## src/rtl/dual_issue_ctrl.sv

```systemverilog
// dual_issue_ctrl: issue stage that sits in front of the register scoreboard.
// Decoded instructions are buffered in a DEPTH-entry FIFO that accepts up to
// two entries per cycle. The two head entries are presented to the scoreboard,
// up to two are issued in order each cycle, and the issued instructions are
// captured with their tracking IDs in an output register for execute.
// Build option: define DUAL_ISSUE_EN to let lane 1 issue alongside lane 0.
// Without it the stage issues at most one instruction per cycle.
// rst_n is a synchronous, active-high reset despite its name.

module dual_issue_ctrl #(
    parameter int DEPTH     = 8,
    parameter int PAYLOAD_W = 32
) (
    input  logic                   clk,
    input  logic                   rst_n,
    input  logic                   flush_i,
    input  logic [1:0]             dec_valid_i,
    input  logic [2*PAYLOAD_W-1:0] dec_payload_i,
    input  logic [19:0]            dec_rs_i,
    input  logic [9:0]             dec_rd_i,
    input  logic [1:0]             dec_single_i,
    output logic                   dec_ready_o,
    output logic [19:0]            is_r_addr_o,
    input  logic [15:0]            is_r_id_i,
    input  logic [3:0]             is_r_valid_i,
    output logic [9:0]             is_w_addr_o,
    output logic [1:0]             is_o,
    input  logic [2:0]             is_w_id_i,
    input  logic                   issue_ready_i,
    output logic [1:0]             ex_valid_o,
    output logic [2*PAYLOAD_W-1:0] ex_payload_o,
    output logic [15:0]            ex_r_id_o,
    output logic [3:0]             ex_w_id_o,
    input  logic                   ex_ready_i
);

    localparam int PW = $clog2(DEPTH);
    localparam int CW = PW + 1;

`ifdef DUAL_ISSUE_EN
    localparam bit DualEn = 1'b1;
`else
    localparam bit DualEn = 1'b0;
`endif

    // FIFO storage, split per field
    logic [PAYLOAD_W-1:0] mem_payload [DEPTH];
    logic [4:0]           mem_rs0     [DEPTH];
    logic [4:0]           mem_rs1     [DEPTH];
    logic [4:0]           mem_rd      [DEPTH];
    logic                 mem_single  [DEPTH];

    logic [PW-1:0] wr_ptr;
    logic [PW-1:0] rd_ptr;
    logic [CW-1:0] count;

    logic [PW-1:0] wr_ptr1;
    logic [PW-1:0] rd_ptr1;
    logic          have0;
    logic          have1;

    logic [4:0] e0_rs0, e0_rs1, e0_rd;
    logic [4:0] e1_rs0, e1_rs1, e1_rd;
    logic       e0_single, e1_single;

    logic          enq_fire;
    logic [CW-1:0] enq_n;
    logic [CW-1:0] iss_n;
    logic          can_issue;
    logic          ok0;
    logic          ok1;
    logic          raw_hazard;
    logic          waw_hazard;

    assign wr_ptr1 = wr_ptr + PW'(1);
    assign rd_ptr1 = rd_ptr + PW'(1);
    assign have0   = (count >= CW'(1));
    assign have1   = (count >= CW'(2));

    // Free-slot check uses only the registered count, so a same-cycle
    // dequeue never lets an enqueue in early.
    assign dec_ready_o = (count <= CW'(DEPTH - 2));

    assign enq_fire = dec_valid_i[0] & dec_ready_o & ~flush_i;
    assign enq_n    = enq_fire ? (CW'(1) + CW'(dec_valid_i[1])) : CW'(0);

    // Head-entry fields; an absent entry reads as all zeros
    always_comb begin
        e0_rs0    = 5'd0;
        e0_rs1    = 5'd0;
        e0_rd     = 5'd0;
        e0_single = 1'b0;
        e1_rs0    = 5'd0;
        e1_rs1    = 5'd0;
        e1_rd     = 5'd0;
        e1_single = 1'b0;
        if (have0) begin
            e0_rs0    = mem_rs0[rd_ptr];
            e0_rs1    = mem_rs1[rd_ptr];
            e0_rd     = mem_rd[rd_ptr];
            e0_single = mem_single[rd_ptr];
        end
        if (have1) begin
            e1_rs0    = mem_rs0[rd_ptr1];
            e1_rs1    = mem_rs1[rd_ptr1];
            e1_rd     = mem_rd[rd_ptr1];
            e1_single = mem_single[rd_ptr1];
        end
    end

    assign is_r_addr_o = DualEn ? {e1_rs1, e1_rs0, e0_rs1, e0_rs0}
                                : {10'd0, e0_rs1, e0_rs0};
    assign is_w_addr_o = {e1_rd, e0_rd};

    // A nonzero e0 destination blocks pairing if e1 reads or rewrites it
    assign raw_hazard = (e0_rd != 5'd0) && ((e0_rd == e1_rs0) || (e0_rd == e1_rs1));
    assign waw_hazard = (e0_rd != 5'd0) && (e0_rd == e1_rd);

    assign can_issue = issue_ready_i & (~|ex_valid_o | ex_ready_i) & ~flush_i;
    assign ok0 = can_issue & have0 & (is_r_valid_i[1:0] == 2'b11);
    assign ok1 = DualEn & ok0 & have1 & ~e0_single & ~e1_single
               & (is_r_valid_i[3:2] == 2'b11) & ~raw_hazard & ~waw_hazard;

    assign is_o  = {ok1, ok0};
    assign iss_n = CW'(ok0) + CW'(ok1);

    // FIFO payload/address storage; contents are only meaningful under count
    always_ff @(posedge clk) begin
        if (enq_fire) begin
            mem_payload[wr_ptr] <= dec_payload_i[PAYLOAD_W-1:0];
            mem_rs0[wr_ptr]     <= dec_rs_i[4:0];
            mem_rs1[wr_ptr]     <= dec_rs_i[9:5];
            mem_rd[wr_ptr]      <= dec_rd_i[4:0];
            mem_single[wr_ptr]  <= dec_single_i[0];
            if (dec_valid_i[1]) begin
                mem_payload[wr_ptr1] <= dec_payload_i[2*PAYLOAD_W-1:PAYLOAD_W];
                mem_rs0[wr_ptr1]     <= dec_rs_i[14:10];
                mem_rs1[wr_ptr1]     <= dec_rs_i[19:15];
                mem_rd[wr_ptr1]      <= dec_rd_i[9:5];
                mem_single[wr_ptr1]  <= dec_single_i[1];
            end
        end
    end

    // Pointer and occupancy bookkeeping; flush drops everything queued
    always_ff @(posedge clk) begin
        if (rst_n) begin
            wr_ptr <= '0;
            rd_ptr <= '0;
            count  <= '0;
        end else if (flush_i) begin
            wr_ptr <= '0;
            rd_ptr <= '0;
            count  <= '0;
        end else begin
            wr_ptr <= wr_ptr + PW'(enq_n);
            rd_ptr <= rd_ptr + PW'(iss_n);
            count  <= count + enq_n - iss_n;
        end
    end

    // Output register: load on accept, hold on stall, drain when execute takes it
    always_ff @(posedge clk) begin
        if (rst_n) begin
            ex_valid_o   <= 2'b00;
            ex_payload_o <= '0;
            ex_r_id_o    <= '0;
            ex_w_id_o    <= '0;
        end else if (flush_i) begin
            ex_valid_o <= 2'b00;
        end else if (can_issue) begin
            ex_valid_o <= {ok1, ok0};
            ex_w_id_o  <= {is_w_id_i, 1'b0};
            if (ok0) begin
                ex_payload_o[PAYLOAD_W-1:0] <= mem_payload[rd_ptr];
                ex_r_id_o[7:0]              <= is_r_id_i[7:0];
            end
            if (ok1) begin
                ex_payload_o[2*PAYLOAD_W-1:PAYLOAD_W] <= mem_payload[rd_ptr1];
                ex_r_id_o[15:8]                       <= is_r_id_i[15:8];
            end
        end else if (ex_ready_i) begin
            ex_valid_o <= 2'b00;
        end
    end

endmodule

```

## config.mk

```make
export PLATFORM = sky130hd
export DESIGN_NAME = dual_issue_ctrl
export DESIGN_NICKNAME = d
export VERILOG_FILES = /design/src/rtl/dual_issue_ctrl.sv
export SDC_FILE = /design/constraint.sdc
export NUM_CORES = 1
export LEC_CHECK = 0
export ABC_CLOCK_PERIOD_IN_PS = 7900
export BUFFER_PORTS_ARGS = -buffer_cell sky130_fd_sc_hd__buf_4
export CAP_MARGIN = 20
export CORE_MARGIN = 2
export CORE_UTILIZATION = 55
export CTS_CLUSTER_DIAMETER = 200
export CTS_CLUSTER_SIZE = 20
export DETAILED_ROUTE_END_ITERATION = 10
export PLACE_DENSITY_LB_ADDON = 0.05
export SETUP_SLACK_MARGIN = 0.3
export SLEW_MARGIN = 10
export SYNTH_ARGS = -nofsm -noshare
export SYNTH_HDL_FRONTEND = slang
export SYNTH_SLANG_ARGS = --single-unit
export TNS_END_PERCENT = 30
```

## constraint.sdc

```tcl
create_clock -name clk -period 7.9 [get_ports clk]
set_clock_uncertainty 0.05 [all_clocks]
set_input_delay 0.395 -clock clk [delete_from_list [all_inputs] [get_ports clk]]
set_output_delay 0.395 -clock clk [all_outputs]
set_load 0.01 [all_outputs]
```

======== Yosys cells after proc, flatten, opt, wreduce, memory -nomap -nowiden ========
Memories as Yosys holds them, arrays and structs flattened. A register that Yosys moved wholly into a read port is not among the register bits.
Index checks and enable logic that the tools add are counted.
cells by class
  add/subtract/negate cells ............... 7
  order comparisons ....................... 3
  eq/ne operators ......................... 1
  multiplexer cells ....................... 15
  bitwise gates (word level) .............. 8
  reductions and logical operators ........ 5
operators by type and width
  operator             count
  $mux 5               4
  $mux 3               3
  $mux 1               7
  $add 3x1->3 const B  2
  $and 1x1->1          6
  $add 4x2->4          1
  $ge 4x1->1 const B   1
  $ge 4x2->1 const B   1
  $le 4x3->1 const B   1
  $sub 4x1->4          1
  $add 3x1->3          1
  $add 3x2->3          1
  $reduce_and 3->1     1
  $add 1x1->2 const A  1
  $eq 2x2->1 const B   1
  $mux 2               1
  $reduce_and 2->1     1
  $reduce_bool 2->1    1
  $reduce_or 2->1      1
  $logic_not 1->1      1
  $not 1->1            1
  $or 1x1->1           1
word-level totals
  flip-flop bits (word level) ............. 22
  memory bits (writable) .................. 376
  bits of input ports ..................... 126
  output and inout port bits .............. 119
  logic and storage cells ................. 49
  memories ................................ 4
memories
  name         words  bits a word  read ports  clocked after memory_dff  wr ports  RTL line  text
  mem_payload  8      32           1           1                         2         47        logic [PAYLOAD_W-1:0] mem_payload [DEPTH];
  mem_rd       8      5            2           1                         2         50        logic [4:0] mem_rd [DEPTH];
  mem_rs0      8      5            1           1                         2         48        logic [4:0] mem_rs0 [DEPTH];
  mem_rs1      8      5            1           1                         2         49        logic [4:0] mem_rs1 [DEPTH];

======== Logic depth before layout (Yosys ltp) ========
  word-level depth ........................ 8
  gate-level depth with buffers ........... 13
  mapped depth without buffers ............ 12

======== Worst setup path after synthesis ========
OpenSTA, ideal clock, no wires.
  path type ............................... reg-to-reg
  start ................................... reg count[3]
  end ..................................... mem mem_payload[0][0], enable pin
  library setup time ...................... 0.522 ns
  arrival time ............................ 4.769 ns
  required time ........................... 7.328 ns
  slack ................................... 2.559 ns
  cell stages (with the launch flop) ...... 6
  buffers on the path ..................... 0
  period minus slack after synthesis ...... 5.341 ns
  path through ............................ dfxtp_1 > inv_1 > ha_1 > a311oi_1 > nand2b_1 > o31ai_1
RTL lines
  element                 RTL line  text
  from (decl)             55        logic [CW-1:0] count;
  from (signal assigned)  158       count <= count + enq_n - iss_n;
  to (decl)               47

======== Worst setup path after layout ========
  start ................................... reg rd_ptr[0]
  end ..................................... out is_w_addr_o[7]
on the way
  word-level cells in the longest chain between the ends .. 3
ends and longest elaborated chain
  element                 RTL line  text
  from (decl)             54        logic [PW-1:0] rd_ptr;
  from (signal assigned)  157       rd_ptr <= rd_ptr + PW'(iss_n);
  $add 3x1->3             76        assign rd_ptr1 = rd_ptr + PW'(1);
  $mem_v2 8x5             --
  $mux 5                  103       if (have1) begin
  to (decl)               26        output logic [9:0] is_w_addr_o,
Every way passes these cells.

==> flow_metrics.py <==
metrics = {
    "run_status": {
        "status": "complete, no violations",
    },
    "critical_path": {
        "cp_top_family": "buffers and inverters",
        "endpoint_kind": "primary output",
        "arrival_ns": 3.54,
        "crit_top_cell": "buf_4",
        "start_kind": "register",
        "required_ns": 7.46,
        "crit_chain": "buf_4 -> ha_1 -> mux4_2 -> mux2i_1 -> nor2_1 -> buf_4",
        "slowest_delay_ns": 0.70,
        "cp.buffers_inverters": 2,
        "path_max_fanout": 31,
        "cpMaxStageDelayCell": "dfxtp_4",
        "critPathKind": "register to primary output",
    },
    "place": {
        "gp_congestion": 0.739,
        "portBuffers": 179,
        "place_area_sq_um": 23400,
        "hpwl_mm": 28.9,
    },
    "sta": {
        "slew_headroom_pct": 25.1,
        "fin_crit_sh_pct": 50.4,
        "holdWs_ns": 0.0290,
        "slew_viol_final": 0,
        "fmax_mhz": 251,
        "finalSetupViolations": 0,
        "rsz0062_at_grt": "false",
        "tns_ns": 0,
        "finalHoldViolCount": 0,
        "worst_pin_slew_ns": 1.12,
        "fin_crit_ns": 3.98,
    },
    "detailed_routing": {
        "dr.pass1.iters": 5,
        "routedWlPerCell_um": 26.2,
        "met1Wirelength_mm": 23.5,
        "maxUsedRoutingLayer": "met5",
        "drc": 0,
        "wl_met3_mm": 3.12,
        "drtIter0Drc": 854,
        "detail-route-antenna-nets": 0,
        "vias_per_cell": 6.09,
        "wl_mm": 53.7,
        "dr_wl_met2_mm": 26.4,
        "via_count": 12500,
    },
    "die": {
        "core_area_sq_um": 38900,
        "io_pins": 245,
        "rows": 72,
        "start_util_pct": 56.0,
        "die_area_sq_um": 41200,
        "dieWidth_um": 203,
        "die_h_um": 203,
    },
    "clocking": {
        "cts_setup_buffers": 0,
        "path_clk_slew_ns": 0.09,
        "clock_path_buffers": 3,
        "cts_buffers": 25,
        "cts_resized": 0,
        "cts_tree": "yes",
        "clockRootBuffer": "clkbuf_16",
        "cts_sinks": 430,
        "h-tree-depth": 1,
        "ctsHoldBuffers": 0,
        "worst_skew_pair.late_latency_ns": 0.56,
    },
    "power": {
        "power_density_nw_per_um2": 176,
        "ir_drop_v": 0.000146,
        "p_total_uw": 4250,
        "p_leak_uw": 0.00815,
    },
    "flow_run": {
        "cap_violations": 0,
    },
    "layout": {
        "nets": 1656,
        "design_area_sq_um": 24100,
        "drive_gt1_share_pct": 38.9,
        "n_fill_cell": 3001,
        "area_growth_pct": 10.6,
        "layout_commonest_cell": "edfxtp_1",
        "layout_common_cells": "edfxtp_1, mux2_2, buf_4",
    },
    "logic_synthesis": {
        "synth_area_per_cell_sq_um": 15.8,
        "synth_flop_cell": "edfxtp_1",
        "synth-seq-cells": 430,
        "synth-async-reset-ratio_pct": 0,
        "synth_cell_type_count": 46,
        "synth_edf_count": 376,
        "synthCells": 1377,
        "syn_area_sq_um": 21800,
        "synth_warnings": 0,
        "ys_seq_area_share_pct": 56.8,
    },
    "min_path": {
        "hold_class": "input port to register",
    },
    "grt": {
        "grt_pass1_vias": 12600,
        "grt_use_total_pct": 26.0,
        "grt_start_max_net_pins": 58,
        "grt_antenna_before_repair": 1,
        "grt_pass1_wl_mm": 80.0,
        "grt-ovfl-total": 0,
    },
}
## report_power, final
part	leakage (uW)	internal (uW)	switching [uW]
sequential	0.00384	2510	14.1
combinational	0.00397	182	200
clock	0.000337	604	743
total	0.00815	3290	957
## layer usage
metal	vias up	global-route usage [%]
met4	2	3.96
met3	58	3.03
met5	-	0
li1	5563	-
met2	367	44.1
met1	6514	37.0
## cells by family (layout without fill, tap and decap cells)
group,after synthesis,after routing,synth area share [%]
adder cells (fa/ha/maj),15,15,0.930
other,1,54,0.0172
AO/OA/AOI/OAI,88,88,2.82
multiplexers,535,535,31.5
AND/OR/NAND/NOR,143,143,3.11
flip-flops,430,430,56.8
buffers and inverters,158,262,4.57
XOR/XNOR,7,7,0.281
## synthesized netlist by cell type, types with 2 or more instances
master	number	share of area, %
mux2_2	231	12
inv_1	10	0.17
and4_1	2	0.080
fa_1	2	0.18
a21oi_1	9	0.21
clkbuf_1	38	0.65
mux2_1	107	5.5
dfxtp_1	54	5.0
mux4_2	72	7.4
a211oi_1	32	1.1
and4b_1	2	0.092
xnor2_1	4	0.16
nand2b_1	7	0.20
mux2_4	38	2.6
or2_2	2	0.057
and2_1	6	0.17
mux2i_1	87	4.0
nor3_1	32	0.73
buf_8	4	0.28
buf_1	3	0.052
o21ai_0	2	0.046
ha_1	13	0.75
nand2_1	19	0.33
nand3b_1	2	0.069
buf_2	31	0.71
edfxtp_1	376	52
buf_4	57	2.0
xor2_1	3	0.12
o31ai_1	2	0.069
o22ai_1	32	0.92
nor2_1	66	1.1
buf_6	14	0.72
o21bai_1	5	0.17
## registers in the layout, indices dropped and copies added, names as in the netlist, 3 cells and up
signal / count
mem_rs1: 40
mem_rs0: 40
count: 4
ex_payload_o: 32
mem_payload: 256
ex_r_id_o: 8
mem_rd: 40
rd_ptr: 3
ex_w_id_o: 3
wr_ptr: 3
## per-stage QoR
stage / worst slack [ns] / utilization, % / std cells
after global routing: 3.65 / 61.9 / 2051
after CTS: 3.82 / 61.9 / 2050
final: 3.92 / 61.9 / 2052
after global placement: 3.98 / 60.0 / 2004
after detailed placement: 3.93 / 60.0 / 2005
after floorplan: 2.56 / - / 1429
## tightest hold or removal path: stages
cell and delay, ns:
buf_4 0.08, mux2i_1 0.05, nor2_1 0.07
## worst paths after layout
kind / startpoint / to / slack (ns) / cells after the start
setup / recovery: rd_ptr[0] / is_w_addr_o[7] / 3.92 / 6
hold / removal: is_w_id_i[0] / ex_w_id_o[1] / 0.03 / 3
setup reg to reg: count[3] / mem_payload[1][6] / 4.10 / 6
hold reg to reg: ex_r_id_o[7] / ex_r_id_o[7] / 0.41 / 2
## area by class of cell
class	instances	area, sq um	share of cell area, %
antenna	1	2.50	0.0104
clock inverter	1	11.3	0.0467
multi-input combinational	841	8740	36.3
clock buffer	44	697	2.89
timing repair buffer	206	1580	6.55
inverter	11	41.3	0.171
sequential	430	12400	51.4
tap	518	648	2.69
(Power assumes the default switching activity.)
